`src/rtl/uart_core_if.sv`:
```
// uart_core_if: byte-wide parallel handshake between the UART core and its host
interface uart_core_if;
    logic [7:0] rx_data;
    logic       rx_avail;
    logic       rx_error;
    logic       rx_ack;
    logic [7:0] tx_data;
    logic       tx_wr;
    logic       tx_busy;
    modport master (input rx_data, rx_avail, rx_error, tx_busy, output rx_ack, tx_data, tx_wr);
    modport slave (output rx_data, rx_avail, rx_error, tx_busy, input rx_ack, tx_data, tx_wr);
endinterface

```
`src/rtl/uart_core.sv`:
```
// uart_core: full-duplex 8N1 UART, LSB first, 16x oversampled receiver, byte handshake
module uart_core #(
    parameter int freq_hz = 100_000_000,
    parameter int baud    = 115_200
) (
    input  logic        clk,
    input  logic        reset,
    input  logic        uart_rxd,
    output logic        uart_txd,
    uart_core_if.slave  bus
);
    localparam int DIV_RAW = freq_hz / (baud * 16);
    localparam int DIV     = DIV_RAW < 1 ? 1 : DIV_RAW;
    localparam int CW      = DIV > 1 ? $clog2(DIV) : 1;

    typedef enum logic [1:0] {IDLE, START, DATA, STOP} state_t;

    logic [CW-1:0] div_cnt;
    logic          tick;

    assign tick = div_cnt == CW'(DIV - 1);

    // free-running oversample tick shared by TX and RX so loopback stays bit-aligned
    always_ff @(posedge clk or negedge reset) begin
        if (!reset) div_cnt <= '0;
        else        div_cnt <= tick ? '0 : div_cnt + CW'(1);
    end

    state_t     tx_state;
    logic [3:0] tx_cnt;
    logic [2:0] tx_bit;
    logic [7:0] tx_sh;

    // transmitter: each bit lasts 16 ticks, 4-bit tick counter wraps at the bit boundary
    always_ff @(posedge clk or negedge reset) begin
        if (!reset) begin
            tx_state    <= IDLE;
            tx_cnt      <= '0;
            tx_bit      <= '0;
            tx_sh       <= '0;
            uart_txd    <= 1'b1;
            bus.tx_busy <= 1'b0;
        end else begin
            case (tx_state)
                IDLE: if (bus.tx_wr && !bus.tx_busy) begin
                    tx_sh       <= bus.tx_data;
                    bus.tx_busy <= 1'b1;
                    uart_txd    <= 1'b0;
                    tx_cnt      <= '0;
                    tx_state    <= START;
                end
                START: if (tick) begin
                    tx_cnt <= tx_cnt + 4'd1;
                    if (tx_cnt == 4'd15) begin
                        uart_txd <= tx_sh[0];
                        tx_sh    <= tx_sh >> 1;
                        tx_bit   <= '0;
                        tx_state <= DATA;
                    end
                end
                DATA: if (tick) begin
                    tx_cnt <= tx_cnt + 4'd1;
                    if (tx_cnt == 4'd15) begin
                        if (tx_bit == 3'd7) begin
                            uart_txd <= 1'b1;
                            tx_state <= STOP;
                        end else begin
                            uart_txd <= tx_sh[0];
                            tx_sh    <= tx_sh >> 1;
                            tx_bit   <= tx_bit + 3'd1;
                        end
                    end
                end
                STOP: if (tick) begin
                    tx_cnt <= tx_cnt + 4'd1;
                    if (tx_cnt == 4'd15) begin
                        bus.tx_busy <= 1'b0;
                        tx_state    <= IDLE;
                    end
                end
            endcase
        end
    end

    logic [1:0] rx_sync;
    logic       rxs;

    assign rxs = rx_sync[1];

    // two-flop synchronizer for the asynchronous serial input, idles high
    always_ff @(posedge clk or negedge reset) begin
        if (!reset) rx_sync <= 2'b11;
        else        rx_sync <= {rx_sync[0], uart_rxd};
    end

    state_t     rx_state;
    logic [3:0] rx_cnt;
    logic [2:0] rx_bit;
    logic [7:0] rx_sh;

    // receiver: align to mid start bit, then sample every 16 ticks; completion overrides ack
    always_ff @(posedge clk or negedge reset) begin
        if (!reset) begin
            rx_state     <= IDLE;
            rx_cnt       <= '0;
            rx_bit       <= '0;
            rx_sh        <= '0;
            bus.rx_data  <= '0;
            bus.rx_avail <= 1'b0;
            bus.rx_error <= 1'b0;
        end else begin
            if (bus.rx_ack) begin
                bus.rx_avail <= 1'b0;
                bus.rx_error <= 1'b0;
            end
            if (tick) begin
                case (rx_state)
                    IDLE: if (!rxs) begin
                        rx_cnt   <= '0;
                        rx_state <= START;
                    end
                    START: begin
                        rx_cnt <= rx_cnt + 4'd1;
                        if (rx_cnt == 4'd7) begin
                            rx_cnt   <= '0;
                            rx_bit   <= '0;
                            rx_state <= rxs ? IDLE : DATA;
                        end
                    end
                    DATA: begin
                        rx_cnt <= rx_cnt + 4'd1;
                        if (rx_cnt == 4'd15) begin
                            rx_sh  <= {rxs, rx_sh[7:1]};
                            rx_bit <= rx_bit + 3'd1;
                            if (rx_bit == 3'd7) rx_state <= STOP;
                        end
                    end
                    STOP: begin
                        rx_cnt <= rx_cnt + 4'd1;
                        if (rx_cnt == 4'd15) begin
                            rx_state <= IDLE;
                            if (rxs) begin
                                bus.rx_data  <= rx_sh;
                                bus.rx_avail <= 1'b1;
                                bus.rx_error <= 1'b0;
                            end else begin
                                bus.rx_error <= 1'b1;
                            end
                        end
                    end
                endcase
            end
        end
    end
endmodule

```
`src/flat_wrapper.sv`:
```
// flat-port wrapper written by rule: the top's interface ports become plain ports
module uart_core_flat 
#(
    parameter int freq_hz = 100_000_000,
    parameter int baud    = 115_200
)
  (clk, reset, uart_rxd, uart_txd, bus_rx_data, bus_rx_avail, bus_rx_error, bus_tx_busy, bus_rx_ack, bus_tx_data, bus_tx_wr);
  uart_core_if bus_i ();
  input  logic clk;
  input  logic reset;
  input  logic uart_rxd;
  output logic uart_txd;
  output wire logic [$bits(bus_i.rx_data)-1:0] bus_rx_data;
  output wire logic [$bits(bus_i.rx_avail)-1:0] bus_rx_avail;
  output wire logic [$bits(bus_i.rx_error)-1:0] bus_rx_error;
  output wire logic [$bits(bus_i.tx_busy)-1:0] bus_tx_busy;
  input wire logic [$bits(bus_i.rx_ack)-1:0] bus_rx_ack;
  input wire logic [$bits(bus_i.tx_data)-1:0] bus_tx_data;
  input wire logic [$bits(bus_i.tx_wr)-1:0] bus_tx_wr;
  assign bus_rx_data = bus_i.rx_data;
  assign bus_rx_avail = bus_i.rx_avail;
  assign bus_rx_error = bus_i.rx_error;
  assign bus_tx_busy = bus_i.tx_busy;
  assign bus_i.rx_ack = bus_rx_ack;
  assign bus_i.tx_data = bus_tx_data;
  assign bus_i.tx_wr = bus_tx_wr;
  uart_core #(.freq_hz(freq_hz), .baud(baud)) u_core (.clk(clk), .reset(reset), .uart_rxd(uart_rxd), .uart_txd(uart_txd), .bus(bus_i));
endmodule
```
`config.mk`:
```
export PLATFORM = sky130hd
export DESIGN_NAME = uart_core_flat
export DESIGN_NICKNAME = d
export VERILOG_FILES = /design/src/rtl/uart_core_if.sv /design/src/rtl/uart_core.sv /design/src/flat_wrapper.sv
export SDC_FILE = /design/constraint.sdc
export NUM_CORES = 1
export LEC_CHECK = 0
export ABC_CLOCK_PERIOD_IN_PS = 2500
export BUFFER_PORTS_ARGS = -buffer_cell sky130_fd_sc_hd__buf_4
export CAP_MARGIN = 0
export CORE_MARGIN = 1
export CORE_UTILIZATION = 43
export DETAILED_ROUTE_END_ITERATION = 8
export PLACE_DENSITY = 0.68
export SETUP_SLACK_MARGIN = 0.4
export SLEW_MARGIN = 20
export SYNTH_ARGS = -nofsm -noshare
export SYNTH_HDL_FRONTEND = slang
export SYNTH_SLANG_ARGS = --single-unit
```
`constraint.sdc`:
```
create_clock -name clk -period 2.5 [get_ports clk]
set_clock_uncertainty 0.2 [all_clocks]
set_input_delay 0.375 -clock clk [delete_from_list [all_inputs] [get_ports clk]]
set_output_delay 0.375 -clock clk [all_outputs]
set_load 0.05 [all_outputs]
```
==> results.sh <==
export IMPL_layout_cell_area_non_filler_um2=3350
export IMPL_grt_util_all_layers=0.152
export IMPL_worst_setup_path_end_kind="flip-flop"
export IMPL_slew_viol_final=0
export IMPL_postRouteAntennaNets=0
export IMPL_vias_cell=5.32
export IMPL_n_antenna_cell=0
export IMPL_floorplan_initialDensity=0.443
export IMPL_hp_start="bus_rx_ack"
export IMPL_overflow=0
export IMPL_first_pass_grt_wire_length_mm=8.73
export IMPL_crit_path_cell_trace="inv_2 > ha_4 > and4_4 > nand3_4 > a221o_4 > mux2_4"
export IMPL_hold_end="u_core.bus.rx_avail"
export IMPL_synth_top_cells_by_area="dfrtp_1 (45%), mux2_2 (10%), ha_1 (8.0%)"
export IMPL_firstDrtPassIters=4
export IMPL_residual_drc=0
export IMPL_p_per_area_nw_per_um2=713
export IMPL_clkTransAtPathRegs_ps=110
export IMPL_endpoint_required_time_on_the_critical_path_ps=2500
export IMPL_setup_reg_to_reg_worst_slack_ps=430
export IMPL_detailedPlacementHpwl_mm=3.42
export IMPL_m1WireLength_mm=2.42
export IMPL_finalHoldViolations=0
export IMPL_startpoint_type="flip-flop"
export IMPL_seq_area_um2=1360
export IMPL_timing_rr_start="u_core.div_cnt[1]"
export IMPL_area_growth_syn_to_layout_pct=19.1
export IMPL_grt_pass1_vias=1965
export IMPL_crit_arrival_ps=2070
export IMPL_slowest_stage="a221o_4"
export IMPL_hold_path_class="input pin to flip-flop"
export IMPL_antenna_found_initial=0
export IMPL_worst_path_max_fanout=8
export IMPL_logic_depth_of_the_worst_register_to_register_path=6
export IMPL_library_cell_used_as_clock_root_buffer="clkbuf_8"
export IMPL_drive_above_1_share=0.383
export IMPL_cts_inserted_buffers=5
export IMPL_place_ws_ps=197
export IMPL_totalPowerFinal_mw=2.39
export IMPL_multi_input_comb_area_um2=1430
export IMPL_insertion_delay_ps=310
export IMPL_r2r_end="u_core.tx_sh[3]"
export IMPL_critical_path_class="flip-flop to flip-flop"
export IMPL_max_clock_path_buffers=2
export IMPL_place_gp_congestion=0.768
export IMPL_dr_first_iter_drc_count=79
export IMPL_placed_cell_area_um2=3080
export IMPL_io_pin_count=25
export IMPL_finalSetupTns_ps=0
export IMPL_setup_repair_after_global_routing_missed_its_margin="true"
export IMPL_most_frequent_standard_cell_in_the_layout_excluding_fill_and_tap_cells="dfrtp_1"
export IMPL_seq_cells_post_synth=54
export IMPL_nets=317
export IMPL_total_die_area_um2=6870
export IMPL_max_cap_violations=0
export IMPL_placeableCoreArea_um2=6350
export IMPL_synth_area_leader_cell="dfrtp_1"
export IMPL_postSynthNetCount=277
export IMPL_clock_sinks=54
export IMPL_htree_levels=2
export IMPL_final_cell_mix="dfrtp_1 (48), buf_4 (39), mux2_2 (25), o21ai_0 (16), nand2_1 (14)"
export IMPL_setup_violations_final=0
export IMPL_synthesis_area_um2=2820
export IMPL_place_port_buffers=24
export IMPL_fmax_ghz=0.483
export IMPL_ir_worst_vdd_uv=619
export IMPL_whs_path_depth=2
export IMPL_yosysWarnings=0
export IMPL_layout_worst_path_cycle_share=0.828
export IMPL_netlist_cell_type_count=44
export IMPL_die_height_um=82.9
export IMPL_netlist_area_leader_share=0.453
export IMPL_register_area_share_after_synthesis=0.481
export IMPL_dr_wl_met2_mm=2.46
export IMPL_maxUsedRoutingLayer="met4"
export IMPL_post_route_util=0.528
export IMPL_timing_slew_headroom=0.551
export IMPL_die_w_um=82.9
export IMPL_worst_slew_pin_transition_ps=674
export IMPL_placement_rows=29
export IMPL_clock_tree_from_tritoncts="built"
export IMPL_fin_crit_ps=2070
export IMPL_postSynthCellCount=246
export IMPL_detailed_route_via_count=1938
export IMPL_static_leakage_power_nw=1.61
export IMPL_critical_path_max_stage_delay_ps=490
export IMPL_run_status="complete, no violations"
export IMPL_final_fill_count=537
export IMPL_postRouteWirelength_mm=5.02
export IMPL_met3WireLength_um=86
export IMPL_routed_len_inst_um=13.8
export IMPL_final_setup_worst_slack_ps=430
export IMPL_syn_mean_instance_area_um2=11.4
export IMPL_grt_max_degree=55
[state kept, by name, indices dropped and copies added, names as in the netlist, 2 cells and up, named ones only]
register / count
u_core.rx_cnt: 4
u_core.rx_sh: 8
u_core.div_cnt: 6
u_core.tx_bit: 3
u_core.bus.rx_data: 8
u_core.rx_bit: 3
u_core.rx_sync: 2
u_core.tx_sh: 8
u_core.tx_cnt: 4
u_core.tx_state: 2
[layout make-up]
class,instances,area share
clock buffer,5,0.0205
clock inverter,3,0.00858
inverter,12,0.0134
multi-input combinational,171,0.427
sequential,54,0.405
tap,77,0.0287
timing repair buffer,42,0.0966
[metrics by stage]
| step | std cells | hold slack (ps) |
|---|---|---|
| 2_1_floorplan | 246 | -121 |
| 3_3_place_gp | 343 | 146 |
| 3_5_place_dp | 343 | 148 |
| 4_1_cts | 358 | 62.5 |
| 5_1_grt | 364 | 55.6 |
| 6_report | 364 | 62.3 |
[metal layers]
layer / GRT usage / vias to the layer above
li1: - / 961
met1: 0.206 / 949
met2: 0.249 / 23
met3: 0.0209 / 5
met4: 0.0564 / 0
met5: 0 / -
[synthesized netlist by cell type, drive strengths merged]
cell type   n
dfrtp      51
mux2       33
ha         18
o21ai      16
nand2      15
nor2       14
nand3      13
inv        12
a22o        6
a21oi       5
buf         5
a31oi       4
clkbuf      4
mux2i       4
nand2b      4
a21o        3
and3        3
dfstp       3
nand4       3
nor3        3
o22ai       3
a2111oi     2
a21boi      2
and4b       2
nand3b      2
nor2b       2
or2         2
xor2        2
a221o       1
and2        1
and4        1
nand4b      1
nor4        1
nor4bb      1
o221a       1
o32a        1
or4b        1
xnor2       1
[worst max-delay path: cells and delay by family (launching register included)]
family | cells | cell delay, ps
AND/OR/NAND/NOR | 2 | 320
multiplexers | 1 | 320
buffers and inverters | 1 | 70
flip-flops | 1 | 410
AO/OA/AOI/OAI | 1 | 490
adder cells (fa/ha/maj) | 1 | 140
[kinds of logic after synthesis]
kind of cell | Yosys count | share of synthesized area
XOR/XNOR | 3 | 0.00934
adder cells (fa/ha/maj) | 18 | 0.0800
flip-flops | 54 | 0.481
AND/OR/NAND/NOR | 69 | 0.134
AO/OA/AOI/OAI | 44 | 0.104
buffers and inverters | 21 | 0.0342
multiplexers | 37 | 0.157
[how the worst max path moves through the flow]
stage	startpoint	end	slack, ps
floorplan	u_core.tx_state[0]	u_core.tx_sh[0]	430
global placement	u_core.div_cnt[1]	u_core.tx_sh[3]	260
detailed placement	u_core.div_cnt[1]	u_core.tx_sh[6]	200
CTS	u_core.tx_state[0]	u_core.tx_state[1]	390
global route	u_core.div_cnt[1]	u_core.tx_sh[1]	380
finish	u_core.div_cnt[1]	u_core.tx_sh[3]	430
[what timing repair did]
| action | CTS | global route |
|---|---|---|
| hold buffers | 2 | 0 |
| resized for setup | 7 | 18 |
| gates cloned | 0 | 0 |
| setup endpoints to repair | 23 | 25 |
| pin swaps | 1 | 5 |
| setup buffers | 5 | 6 |
| hold endpoints to repair | 52 | 0 |
[power breakdown]
group | total, mW | internal, mW | switching (mW) | leakage [nW]
combinational | 0.853 | 0.477 | 0.375 | 0.860
sequential | 1.03 | 0.969 | 0.0563 | 0.701
clock | 0.514 | 0.208 | 0.306 | 0.0502
total | 2.39 | 1.65 | 0.738 | 1.61
No activity file was read; power rests on OpenSTA's default activity.
